--- src/rtl/detector_teclas_n.sv ---
// detector_teclas_n
// Debounces a set of raw key lines coming from a keypad scanner and reports
// one event per accepted key press.
//
// Ports:
//   clk_i             single clock, rising edge
//   reset_i           asynchronous, active-high reset
//   pulso_teclas_i    raw asynchronous key lines (N_LINES wide, active-high)
//   inhibit_o         high while a key is accepted and not yet released;
//                     freezes the scanner
//   data_available_o  one-cycle strobe per accepted key event
//   linea_o           lowest active line index captured at acceptance
//   multi_o           more than one line was active at acceptance
//
// Optional feature: define KEY_REPEAT_EN to emit auto-repeat strobes while a
// key stays held (first after REP_DELAY cycles, then every REP_PERIOD).
// Without the macro REP_DELAY/REP_PERIOD only size the counter.
`timescale 1ns/1ps

module detector_teclas_n #(
    parameter int N_LINES    = 4,
    parameter int DB_CYCLES  = 16,
    parameter int REP_DELAY  = 1000,
    parameter int REP_PERIOD = 250
) (
    input  logic                       clk_i,
    input  logic                       reset_i,
    input  logic [N_LINES-1:0]         pulso_teclas_i,
    output logic                       inhibit_o,
    output logic                       data_available_o,
    output logic [$clog2(N_LINES)-1:0] linea_o,
    output logic                       multi_o
);

    localparam int LINE_W  = $clog2(N_LINES);
    localparam int MAX_DR  = (DB_CYCLES > REP_DELAY) ? DB_CYCLES : REP_DELAY;
    localparam int CNT_MAX = (MAX_DR > REP_PERIOD) ? MAX_DR : REP_PERIOD;
    localparam int CNT_W   = $clog2(CNT_MAX + 1);

    localparam logic [CNT_W-1:0] CNT_TOP = {CNT_W{1'b1}};
    localparam logic [CNT_W-1:0] DB_LAST = CNT_W'(DB_CYCLES - 1);
`ifdef KEY_REPEAT_EN
    localparam logic [CNT_W-1:0] RD_LAST = CNT_W'(REP_DELAY - 1);
    localparam logic [CNT_W-1:0] RP_LAST = CNT_W'(REP_PERIOD - 1);
`endif

    typedef enum logic [1:0] {
        IDLE,
        PRESS_DB,
        HELD,
        RELEASE_DB
    } state_t;

    state_t             state, state_n;
    logic [CNT_W-1:0]   cnt, cnt_n;
    logic [N_LINES-1:0] sync_p0, sync_p1;
    logic               any_p1;
    logic               strobe_n;
    logic               capture;
    logic               inhibit_n;
    logic [LINE_W-1:0]  low_idx;
    logic               multi_now;
`ifdef KEY_REPEAT_EN
    // Set once the first repeat has fired; selects REP_PERIOD over REP_DELAY.
    logic               rep_phase, rep_phase_n;
`endif

    // Saturating increment: the counter parks at all-ones instead of wrapping.
    function automatic logic [CNT_W-1:0] sat_inc(input logic [CNT_W-1:0] c);
        return (c == CNT_TOP) ? c : c + 1'b1;
    endfunction

    assign any_p1 = |sync_p1;

    // Lowest-numbered active line; scanning downward lets the lowest win.
    always_comb begin
        low_idx = '0;
        for (int i = N_LINES - 1; i >= 0; i--) begin
            if (sync_p1[i]) low_idx = LINE_W'(i);
        end
    end

    // Clearing the lowest set bit leaves something only if two or more are set.
    assign multi_now = |(sync_p1 & (sync_p1 - 1'b1));

    always_comb begin
        state_n  = state;
        cnt_n    = cnt;
        strobe_n = 1'b0;
        capture  = 1'b0;
`ifdef KEY_REPEAT_EN
        rep_phase_n = rep_phase;
`endif
        case (state)
            IDLE: begin
                if (any_p1) begin
                    state_n = PRESS_DB;
                    cnt_n   = '0;
                end
            end
            PRESS_DB: begin
                if (!any_p1) begin
                    state_n = IDLE;
                    cnt_n   = '0;
                end else if (cnt == DB_LAST) begin
                    state_n  = HELD;
                    cnt_n    = '0;
                    strobe_n = 1'b1;
                    capture  = 1'b1;
`ifdef KEY_REPEAT_EN
                    rep_phase_n = 1'b0;
`endif
                end else begin
                    cnt_n = sat_inc(cnt);
                end
            end
            HELD: begin
                if (!any_p1) begin
                    state_n = RELEASE_DB;
                    cnt_n   = '0;
                end else begin
`ifdef KEY_REPEAT_EN
                    if (cnt == (rep_phase ? RP_LAST : RD_LAST)) begin
                        strobe_n    = 1'b1;
                        cnt_n       = '0;
                        rep_phase_n = 1'b1;
                    end else begin
                        cnt_n = sat_inc(cnt);
                    end
`else
                    cnt_n = cnt;
`endif
                end
            end
            RELEASE_DB: begin
                if (any_p1) begin
                    // Bounce back to held: no strobe, repeat timing restarts.
                    state_n = HELD;
                    cnt_n   = '0;
`ifdef KEY_REPEAT_EN
                    rep_phase_n = 1'b0;
`endif
                end else if (cnt == DB_LAST) begin
                    state_n = IDLE;
                    cnt_n   = '0;
                end else begin
                    cnt_n = sat_inc(cnt);
                end
            end
            default: begin
                state_n = IDLE;
                cnt_n   = '0;
            end
        endcase
    end

    assign inhibit_n = (state_n == HELD) || (state_n == RELEASE_DB);

    // Stage p0/p1: two-flop synchronizer; FSM and outputs follow sync_p1.
    always_ff @(posedge clk_i or posedge reset_i) begin
        if (reset_i) begin
            sync_p0          <= '0;
            sync_p1          <= '0;
            state            <= IDLE;
            cnt              <= '0;
            inhibit_o        <= 1'b0;
            data_available_o <= 1'b0;
            linea_o          <= '0;
            multi_o          <= 1'b0;
`ifdef KEY_REPEAT_EN
            rep_phase        <= 1'b0;
`endif
        end else begin
            sync_p0          <= pulso_teclas_i;
            sync_p1          <= sync_p0;
            state            <= state_n;
            cnt              <= cnt_n;
            inhibit_o        <= inhibit_n;
            data_available_o <= strobe_n;
            if (capture) begin
                linea_o <= low_idx;
                multi_o <= multi_now;
            end
`ifdef KEY_REPEAT_EN
            rep_phase        <= rep_phase_n;
`endif
        end
    end

endmodule

--- config.mk ---
export PLATFORM = sky130hd
export DESIGN_NAME = detector_teclas_n
export DESIGN_NICKNAME = d
export VERILOG_FILES = /design/src/rtl/detector_teclas_n.sv
export SDC_FILE = /design/constraint.sdc
export NUM_CORES = 1
export LEC_CHECK = 0
export CORE_MARGIN = 2
export CORE_UTILIZATION = 40
export CTS_CLUSTER_DIAMETER = 200
export DETAILED_ROUTE_END_ITERATION = 10
export PLACE_DENSITY = 0.63
export SLEW_MARGIN = 0
export SYNTH_ARGS = -nofsm -noshare
export SYNTH_HDL_FRONTEND = slang
export SYNTH_SLANG_ARGS = --single-unit
--- constraint.sdc ---
create_clock -name clk_i -period 2 [get_ports clk_i]
set_input_delay 0.3 -clock clk_i [delete_from_list [all_inputs] [get_ports clk_i]]
set_output_delay 0.3 -clock clk_i [all_outputs]
set_load 0.02 [all_outputs]
[Yosys cells after proc, flatten, opt, wreduce, memory -nomap -nowiden]
Index checks and enable logic that the tools add are counted.
Cells by class
  add/sub/neg operators: 2
  equality and inequality tests: 9
  muxes and demuxes: 21
  bitwise operators: 1
  reductions and logical operators: 5
Operators by type and width (count)
  $mux 10: 6
  $pmux 10 s4: 1
  $mux 2: 10
  $add 10x1->10 const B: 1
  $eq 10x10->1 const B: 1
  $eq 10x4->1 const B: 1
  $eq 2x2->1 const B: 4
  $pmux 2 s4: 1
  $reduce_or 4->1: 2
  $and 4x4->4: 1
  $ne 2x2->1 const B: 2
  $sub 4x1->4 const B: 1
  $mux 1: 3
  $eq 2x1->1 const B: 1
  $logic_not 2->1: 1
  $reduce_and 2->1: 1
  $logic_or 1x1->1: 1
Storage, ports and cells
  bits in registers: 25
  input bits: 6
  word-level logic and storage cells: 46

[Logic depth before layout (Yosys ltp)]
Gate-level depths: netlist of the first run.
  word-level depth: 6
  depth in mapped cells: 6
  mapped depth without buffers: 5

[Worst setup path after synthesis of the first run]
No wires, ideal clock.
  kind: flip-flop to flip-flop
  from: reg sync_p1[0]
  to: reg cnt[3]
  arrival: 1.631 ns
  setup slack: 0.300 ns
  cell stages (with the launch flop): 5
  buffers on the path: 0
  period minus slack after synthesis: 1.700 ns
  cells stage by stage: dfrtp_1 -> nor4_4 -> mux2i_1 -> or4b_1 -> nand3_1
Between the ends
  word-level cells in the longest chain between the ends: 3
RTL lines
  from (decl): RTL line 56  | logic [N_LINES-1:0] sync_p0, sync_p1;
  from (signal assigned): RTL line 175  | sync_p1 <= sync_p0;
  $reduce_or 4->1 (*): RTL line 73  | assign any_p1 = |sync_p1;
  $mux 10 (tied with other cells): RTL line 136  | if (any_p1) begin
  $pmux 10 s4 / $reduce_and 2->1 (equally long branches)
  to (signal assigned): RTL line 177  | cnt <= cnt_n;
  to (decl): RTL line 55  | logic [CNT_W-1:0] cnt, cnt_n;
Every way passes the cells marked *; elsewhere a longest branch is shown, timed or not.
A chain may end at the register's enable or synchronous reset.

[Worst setup path after layout of the first run]
  from: reg cnt[0]
  to: reg cnt[3]
Between the ends
  word-level cells in the longest chain between the ends: 5
RTL lines
  $add 10x1->10 / $eq 10x10->1 (equally long branches): RTL line 70  | return (c == CNT_TOP) ? c : c + 1'b1;
  $mux 10: RTL line 70
  $mux 10 (*): RTL line 105, 143
  $mux 10, on equally long branches: RTL line 136, 102
  $pmux 10 s4 (*): RTL line 94  | case (state)
Marked as above.

==> metrics.cfg, run 1 <==
[run_status]
status=finished, final reports clean

[floorplanning]
dieArea_um2=3420
row_count=19
start_util=0.427
coreArea_um2=2780
die_x_um=58.5
die_h_um=58.5
top_level_ports=11

[worst_setup_path]
worstPathArrival_ns=2.05
cp.required_ns=2.27
critPathLaunch=cnt[0]$_DFFE_PP0P_
path_class=flip-flop to flip-flop
path_max_fanout=8
critPathLaunchType=flip-flop
cp-end-kind=flip-flop
rr_startpoint=cnt[0]$_DFFE_PP0P_

[global_routing]
grt_max_degree=25
grt_usage=0.159
grt_overflow=0
antenna_found_initial=0
grt_pass1_vias=939
grt_pass1_wl_mm=4.18

[finish]
nets=137
num_antenna_cells=0
drive_gt1_frac=0.171
area_growth_pct=17.9
final_util=0.503
nFillCells=250

[yosys]
synth_top_family_by_area=simple AND/OR/NAND/NOR gates
netlist_area_um2=1190
synth_seq_cells=24
synth_compound_area_frac=0.153
synthesis.nets=118
synth_cells=111
syn_avg_cell_area_um2=10.7
synthSimpleGateAreaFrac=0.231
ys_types=35
synth_warnings=0
synth_fa_ha_area_frac=0.0190
synth_mux_area_frac=0.0358
synth-xor-area-share=0.00738
ys_seq_area_frac=0.506

[clocking]
cts.sinks=24
hold_buffers=0
cts_buffers=3
clk_latency_ns=0.32
root_buffer=clkbuf_4
ctsResizeCount=0
cts.path.max_buffers=2
path_clk_slew_ns=0.14
cts_tree=done
cts_htree_levels=1
post_cts_buffers=0

[detailed_routing]
first_pass_iters=4
vias=962
ant_nets=0
drtIter0Drc=24
wl_per_cell_um=14.8
drc_errors=0
routed_wl_mm=2.36
vias_per_cell=6.01

[run]
maxCapViolations=0

[timing]
setup_viol=0
fin_crit_ns=1.78
fmax_ghz=0.562
period_share=0.890
whs_ns=0.308
setup-tns-final_ns=0
setup_ws_ns=0.220
slew_headroom=0.789
skew_ns=0.00510
worst_slew_pin_slew_ns=0.314
hold_viol=0
finalMaxSlewViolations=0
rsz0062_at_grt=no

[power_and_ir_drop]
powerDensity_nw_per_um2=1050
ir_drop_mv=0.681
p_leak_nw=0.549

[place]
port_buffers=10
globalplace.congestion=0.837
dpl.hpwl_mm=1.68
pre_cts_ws_ns=0.219

[worst_hold_path]
hp-class=primary input to asynchronous set/reset pin

critical path, cell delays in order, from the launching register on:
cell,delay (ns)
dfrtp_1,0.45
ha_1,0.27
nand4_1,0.20
nor3_2,0.07
buf_4,0.16
or4b_1,0.49
nand3_1,0.09
per-layer routing:
metal | up-vias | part of all wire | track usage
met5 | - | 0 | 0
met4 | 0 | 0.016 | 0.0731
met3 | 4 | 0.037 | 0.0220
met2 | 22 | 0.47 | 0.244
met1 | 479 | 0.48 | 0.221
li1 | 457 | - | -
layout by cell type, fill, tap and decap left out, types with 3 or more instances in the layout:
cell type and instances:
nor2_1 9, buf_4 7, nand2_1 5, clkdlybuf4s50_1 10
a21oi_1 6, nand3_1 9, a31oi_1 6, o211ai_1 6
clkbuf_4 3, inv_1 7, dfrtp_1 24, nand4_1 6
cell families after synthesis:
family          count (synthesis)
compound gates                 26
xor+xnor                        1
mux                             4
simple gates                   44
flops                          24
fa+ha+maj                       2
buf+inv                        10
sequential cells by signal (all words and copies together) (netlist names):
register	flops
cnt	10
sync_p0	4
sync_p1	4
linea_o	2
data_available_o	1
inhibit_o	1
multi_o	1
state	1
synth_stat cells:
| master | count | area, um^2 |
|---|---|---|
| xnor2_1 | 1 | 8.76 |
| nand3_2 | 1 | 10.0 |
| nand4_1 | 6 | 37.5 |
| mux2_2 | 2 | 22.5 |
| or3_1 | 1 | 6.26 |
| nand3_1 | 9 | 45.0 |
| nor2_1 | 9 | 33.8 |
| buf_8 | 1 | 15.0 |
| o211ai_1 | 6 | 45.0 |
| buf_6 | 1 | 11.3 |
| ha_1 | 1 | 12.5 |
| dfrtp_1 | 24 | 601 |
| and3_1 | 1 | 6.26 |
| nor3_2 | 1 | 10.0 |
| a21oi_2 | 1 | 8.76 |
| buf_2 | 1 | 5.00 |
| nand2_1 | 5 | 18.8 |
| a211oi_1 | 1 | 7.51 |
| mux2i_1 | 2 | 20.0 |
| inv_1 | 7 | 26.3 |
| o211ai_2 | 1 | 12.5 |
| maj3_1 | 1 | 10.0 |
| nor4_1 | 2 | 12.5 |
| o311ai_0 | 1 | 8.76 |
| or4b_1 | 1 | 10.0 |
| nand2b_1 | 1 | 6.26 |
| a31oi_1 | 6 | 37.5 |
| o2111ai_1 | 2 | 17.5 |
| a21oi_1 | 6 | 30.0 |
| nor4_4 | 2 | 42.5 |
| nor4_2 | 1 | 12.5 |
| nor3_1 | 2 | 10.0 |
| a2bb2oi_1 | 1 | 8.76 |
| or2_2 | 2 | 12.5 |
| o21ai_0 | 1 | 5.00 |
report_power, final:
part / total, mW / internal [mW] / switching, mW / leakage [nW]
logic: 0.467 / 0.207 / 0.259 / 0.214
registers: 0.653 / 0.562 / 0.0906 / 0.307
clock network: 0.357 / 0.203 / 0.154 / 0.0279
total: 1.48 / 0.972 / 0.504 / 0.548
path summary, 6_finish.rpt:
path / cells after the start / slack (ns) / to
worst max-delay path: 6 / 0.22 / cnt[3]$_DFFE_PP0P_
worst min-delay path: 3 / 0.31 / cnt[5]$_DFFE_PP0P_
worst max register to register: 6 / 0.22 / cnt[3]$_DFFE_PP0P_
worst min register to register: 0 / 0.36 / sync_p1[0]$_DFF_PP0_
max in group asynchronous: 3 / 1.46 / state[0]$_DFF_PP0_
min in group clk_i: 0 / 0.36 / sync_p1[0]$_DFF_PP0_
layout make-up:
cell class / count / area [um^2] / area share
flip-flops and latches: 24 / 601 / 0.429
multi-input cells: 77 / 529 / 0.378
repair buffers: 17 / 153 / 0.109
well taps: 31 / 38.8 / 0.0277
clock inverters: 1 / 30.0 / 0.0214
inverters: 7 / 26.3 / 0.0188
clock buffers: 3 / 22.5 / 0.0161
metrics by stage:
stage,total power [mW],instances,area [um^2]
floorplan,1.01,111,1190
finish,1.48,160,1400
global route,1.57,160,1400
global placement,1.11,156,1350
CTS,1.49,160,1400
detailed placement,1.13,156,1350
Note: power is estimated with default switching activity, not from simulation.
==> run 2: changes to the inputs <==
Settings changed: RECOVER_POWER set to 25.
==> metrics.cfg, run 2 (synthesized netlist as in run 1, its figures left out) <==
[floorplanning]
top_level_ports=11  ; unchanged
coreArea_um2=2780  ; unchanged
dieArea_um2=3420  ; unchanged
die_h_um=58.5  ; unchanged
start_util=0.427  ; unchanged
row_count=19  ; unchanged
die_x_um=58.5  ; unchanged

[detailed_routing]
wl_per_cell_um=14.7  ; -0.47%
drc_errors=0  ; unchanged
drtIter0Drc=24  ; unchanged
vias_per_cell=5.98  ; -0.62%
ant_nets=0  ; unchanged
first_pass_iters=4  ; unchanged
vias=956  ; -0.62%
routed_wl_mm=2.35  ; -0.47%

[global_routing]
grt_max_degree=25  ; unchanged
grt_usage=0.159  ; unchanged
grt_overflow=0  ; unchanged
antenna_found_initial=0  ; unchanged
grt_pass1_vias=939  ; unchanged
grt_pass1_wl_mm=4.18  ; unchanged

[worst_setup_path]
cp.required_ns=2.27  ; about the same
critPathMaxStageDelay_ns=0.49  ; about the same
cp-end-kind=flip-flop
path_cells=ha_1 > nand4_1 > nor3_2 > buf_4 > or4b_1 > nand3_1
critPathLaunchType=flip-flop
path_class=flip-flop to flip-flop
worstPathArrival_ns=2.05  ; about the same
path_max_fanout=8  ; unchanged
crit_slowest_cell=or4b_1

[finish]
reg_top3=cnt x10, sync_p0 x4, sync_p1 x4
num_antenna_cells=0  ; unchanged
largest_register_ffs=10  ; unchanged
drive_gt1_frac=0.163  ; -0.00775
mostFrequentLayoutCells=dfrtp_1, nand3_1, nor2_1, inv_1
layout_commonest_cell=dfrtp_1
top_register=cnt
nFillCells=251  ; +0.40%
area_growth_pct=17.6
final_util=0.502  ; -0.00135
nets=137  ; unchanged

[timing]
finalMaxSlewViolations=0  ; unchanged
skew_ns=0.00310  ; -0.00199 ns
period_share=0.890  ; about the same
setup-tns-final_ns=0  ; unchanged
hold_viol=0  ; unchanged
fin_crit_ns=1.78  ; +0.0000970 ns
rsz0062_at_grt=no
fmax_ghz=0.562  ; about the same
slew_headroom=0.155  ; -0.634
setup_viol=0  ; unchanged
worst_slew_pin_slew_ns=1.27  ; +0.953 ns

[clocking]
cts.path.max_buffers=2  ; unchanged
root_buffer=clkbuf_4
post_cts_buffers=0  ; unchanged
ctsResizeCount=0  ; unchanged
hold_buffers=0  ; unchanged
cts_tree=done
cts_htree_levels=1  ; unchanged
cts_buffers=3  ; unchanged
path_clk_slew_ns=0.14  ; about the same
cts.sinks=24  ; unchanged
clk_latency_ns=0.32  ; about the same

[power_and_ir_drop]
ir_drop_mv=0.681  ; about the same
p_leak_nw=0.546  ; -0.42%
powerDensity_nw_per_um2=1050  ; about the same

[place]
globalplace.congestion=0.837  ; unchanged
dpl.hpwl_mm=1.68  ; unchanged
port_buffers=10  ; unchanged

[run_status]
status=finished, final reports clean

[run]
maxCapViolations=0  ; unchanged

[worst_hold_path]
hp-class=flip-flop to flip-flop

## run 2: changes by cell type in the layout (fill, tap and decap cells not counted), sizes merged
cell	change
dlygate4sd3	+5
clkbuf	+1
buf	-1
clkdlybuf4s50	-5
## run 2: per-layer routing
layer,GRT usage,wire (um),up-vias
li1,-,-,456
met1,0.221,1160,474
met2,0.244,1070,22
met3,0.0220,84,4
met4,0.0731,38,0
met5,0,0,-
## run 2: through the flow
stage / instance area (um^2) / worst slack [ns] / instances / total power, mW / hold WS [ns]
2_1_floorplan: 1190 / 0.300 / 111 / 1.01 / 0.315
3_3_place_gp: 1350 / 0.217 / 156 / 1.11 / 0.332
6_report: 1400 / 0.220 / 160 / 1.47 / 0.364
5_1_grt: 1400 / 0.0138 / 160 / 1.57 / 0.375
4_1_cts: 1400 / 0.191 / 160 / 1.49 / 0.323
3_5_place_dp: 1350 / 0.219 / 156 / 1.13 / 0.335
## run 2: power breakdown
| part | internal, mW | switching [mW] |
|---|---|---|
| clock | 0.203 | 0.152 |
| sequential | 0.562 | 0.0907 |
| combinational | 0.204 | 0.259 |
| total | 0.969 | 0.502 |
## run 2: area by class of cell
cell class	count	area, um^2	area share
flip-flops and latches	24	601	0.430
multi-input cells	77	529	0.379
repair buffers	17	149	0.107
well taps	31	38.8	0.0278
clock inverters	1	30.0	0.0215
inverters	7	26.3	0.0188
clock buffers	3	22.5	0.0161
## run 2: worst paths after layout
path                                           start              endpoint  slack (ns)  cells past startpoint
worst min-delay path            sync_p0[0]$_DFF_PP0_  sync_p1[0]$_DFF_PP0_        0.36                      0
worst min register to register  sync_p0[0]$_DFF_PP0_  sync_p1[0]$_DFF_PP0_        0.36                      0
min in group asynchronous                    reset_i    cnt[7]$_DFFE_PP0P_        0.82                      3
worst max-delay path              cnt[0]$_DFFE_PP0P_    cnt[3]$_DFFE_PP0P_        0.22                      6
max in group asynchronous                    reset_i    state[0]$_DFF_PP0_        0.44                      3
worst max register to register    cnt[0]$_DFFE_PP0P_    cnt[3]$_DFFE_PP0P_        0.22                      6
## run 2: critical path, delay by kind of cell (launching register included)
kind	cells	cell delay, ns
DFF	1	0.45
and+or+nand+nor	4	0.85
adders and majority gates	1	0.27
buffers and inverters	1	0.16
==> run 3: changes to the inputs <==
Settings changed: CAP_MARGIN set to 20, PLACE_DENSITY 0.63 to 0.65.
Clock period 2 ns to 1.45 ns, I/O delays scaled along.
==> metrics.cfg, run 3 (synthesized netlist as in run 1, its figures left out) <==
[worst_setup_path]
critPathLaunchType=flip-flop
cp.required_ns=1.71  ; -0.56 ns
crit_slowest_cell=or4b_1
rr_startpoint=sync_p1[0]$_DFF_PP0_
reg2reg_slack_ns=-0.22  ; -0.44 ns
worstPathArrival_ns=1.93  ; -0.12 ns
critical_path_buf_inv_count=0  ; -1
critPathTopFamily=simple AND/OR/NAND/NOR gates
critPathMaxStageDelay_ns=0.46  ; -0.03 ns
ff2ff_path_depth=4  ; -2
path_cells=nor4_4 > mux2i_2 > or4b_1 > nand3_1
cp-end-kind=flip-flop
path_max_fanout=2  ; -6
timing.rr.end=cnt[3]$_DFFE_PP0P_
path_class=flip-flop to flip-flop

[power_and_ir_drop]
p_leak_nw=0.691  ; +26%
pwr-share-comb=0.373  ; +0.058
swShare=0.335  ; -0.00643
powerDensity_nw_per_um2=1350  ; +28%
switchingPower_mw=0.722  ; +44%
ir_drop_mv=0.955  ; +40%
power_frac_clock=0.224  ; -0.017
seqPwrFrac=0.403  ; -0.041
p_int_mw=1.43  ; +48%

[place]
dpl.hpwl_mm=1.87  ; +11%
place_area_um2=1530  ; +13%
globalplace.congestion=0.942  ; +13%
pre_cts_ws_ns=-0.173  ; -0.392 ns
port_buffers=10  ; unchanged
dp_cells=176  ; +13%

[floorplanning]
start_util=0.427  ; unchanged
row_count=19  ; unchanged
top_level_ports=11  ; unchanged
dieArea_um2=3420  ; unchanged
die_x_um=58.5  ; unchanged
die_h_um=58.5  ; unchanged
coreArea_um2=2780  ; unchanged

[detailed_routing]
first_pass_iters=4  ; unchanged
routed_wl_mm=2.58  ; +9.9%
drc_errors=0  ; unchanged
vias_per_cell=5.55  ; -7.0%
vias=1011  ; +5.8%
wl_per_cell_um=14.2  ; -3.4%
ant_nets=0  ; unchanged
drtIter0Drc=38  ; +58%

[finish]
num_antenna_cells=0  ; unchanged
top_register=cnt
nets=159  ; +16%
layout_commonest_cell=buf_4
largest_register_ffs=10  ; unchanged
mostFrequentLayoutCells=buf_4, dfrtp_1, nand3_1, nor2_1, inv_1
reg_top3=cnt x10, sync_p0 x4, sync_p1 x4
drive_gt1_frac=0.318  ; +0.155
stdcell_count=182  ; +14%
final_area_um2=1600  ; +14%
area_growth_pct=34.6

[timing]
setup_viol=15  ; +15
setup-tns-final_ns=-1.83  ; -1.83 ns
rsz0062_at_grt=yes
setup_ws_ns=-0.218  ; -0.438 ns
period_share=1.15  ; +0.260
fin_crit_ns=1.67  ; -0.112 ns
finalMaxSlewViolations=0  ; unchanged
slew_headroom=0.607  ; +0.452
worst_slew_pin_slew_ns=0.589  ; -0.678 ns
skew_ns=0.00633  ; +0.00322 ns
hold_viol=0  ; unchanged
fmax_ghz=0.600  ; +6.7%

[clocking]
cts.sinks=24  ; unchanged
clk_latency_ns=0.31  ; about the same
cts_buffers=3  ; unchanged
cts_htree_levels=1  ; unchanged
path_clk_slew_ns=0.14  ; about the same
cts.path.max_buffers=2  ; unchanged
cts_tree=done
hold_buffers=0  ; unchanged
root_buffer=clkbuf_4

[run_status]
status=finished with violations
violations=setup timing

[global_routing]
grt_usage=0.173  ; +0.0149
grt_pass1_vias=1022  ; +8.8%
grt_max_degree=25  ; unchanged
antenna_found_initial=0  ; unchanged
grt_pass1_wl_mm=4.57  ; +9.4%
grt_overflow=0  ; unchanged

[worst_hold_path]
hp-class=primary input to asynchronous set/reset pin

[run]
maxCapViolations=0  ; unchanged

## run 3: cell types whose count changed in the layout (fill, tap and decap cells not counted), moves of 2 or more
cell	delta
mux2_4	+2
clkdlybuf4s50_1	-4
buf_4	+21
dlygate4sd2_1	+5
mux2_2	-2
## run 3: what timing repair did
item	4_1_cts	5_1_grt
buffers inserted	0	2
endpoints found under the hold margin	0	0
endpoints found under the setup margin	20	16
gates cloned	0	0
pin swaps	0	1
gates resized for setup	6	3
## run 3: metrics by stage
step / utilization / hold WS, ns / total power [mW]
6_report: 0.574 / 0.331 / 2.16
5_1_grt: 0.574 / 0.378 / 2.29
3_5_place_dp: 0.548 / 0.335 / 1.68
3_3_place_gp: 0.548 / 0.334 / 1.65
4_1_cts: 0.566 / 0.232 / 2.14
2_1_floorplan: - / 0.232 / 1.42
## run 3: power by group through the flow
stage | Combinational, mW | Clock, mW | Sequential (mW)
2_1_floorplan | 0.481 | 0 | 0.935
3_3_place_gp | 0.770 | 0 | 0.878
3_5_place_dp | 0.793 | 0 | 0.883
4_1_cts | 0.774 | 0.500 | 0.869
5_1_grt | 0.888 | 0.519 | 0.886
6_report | 0.805 | 0.483 | 0.869
## run 3: worst max path at each step
stage                          from                 end  cells past startpoint
2_1_floorplan  sync_p1[0]$_DFF_PP0_  cnt[3]$_DFFE_PP0P_                      4
3_3_place_gp   sync_p1[0]$_DFF_PP0_  cnt[0]$_DFFE_PP0P_                      5
3_5_place_dp   sync_p1[0]$_DFF_PP0_  cnt[2]$_DFFE_PP0P_                      5
4_1_cts        sync_p1[0]$_DFF_PP0_  cnt[8]$_DFFE_PP0P_                      5
5_1_grt        sync_p1[0]$_DFF_PP0_  cnt[8]$_DFFE_PP0P_                      5
6_report       sync_p1[0]$_DFF_PP0_  cnt[3]$_DFFE_PP0P_                      4
## run 3: cell type report
type | count | area (um^2)
sequential | 24 | 601
inverter | 7 | 26.3
tap | 31 | 38.8
multi-input combinational | 77 | 567
clock inverter | 1 | 30.0
fill | 242 | 1180
timing repair buffer | 39 | 313
clock buffer | 3 | 22.5
## run 3: routing by layer
layer | up-vias | share of wire | GRT usage
met3 | 2 | 0.042 | 0.0308
li1 | 501 | - | -
met1 | 478 | 0.46 | 0.230
met2 | 30 | 0.49 | 0.278
met4 | 0 | 0.0089 | 0.0764
met5 | - | 0 | 0
## run 3: worst min-delay path: cells and delay by family
family   cells  cell delay [ns]
buf+inv      3             0.92
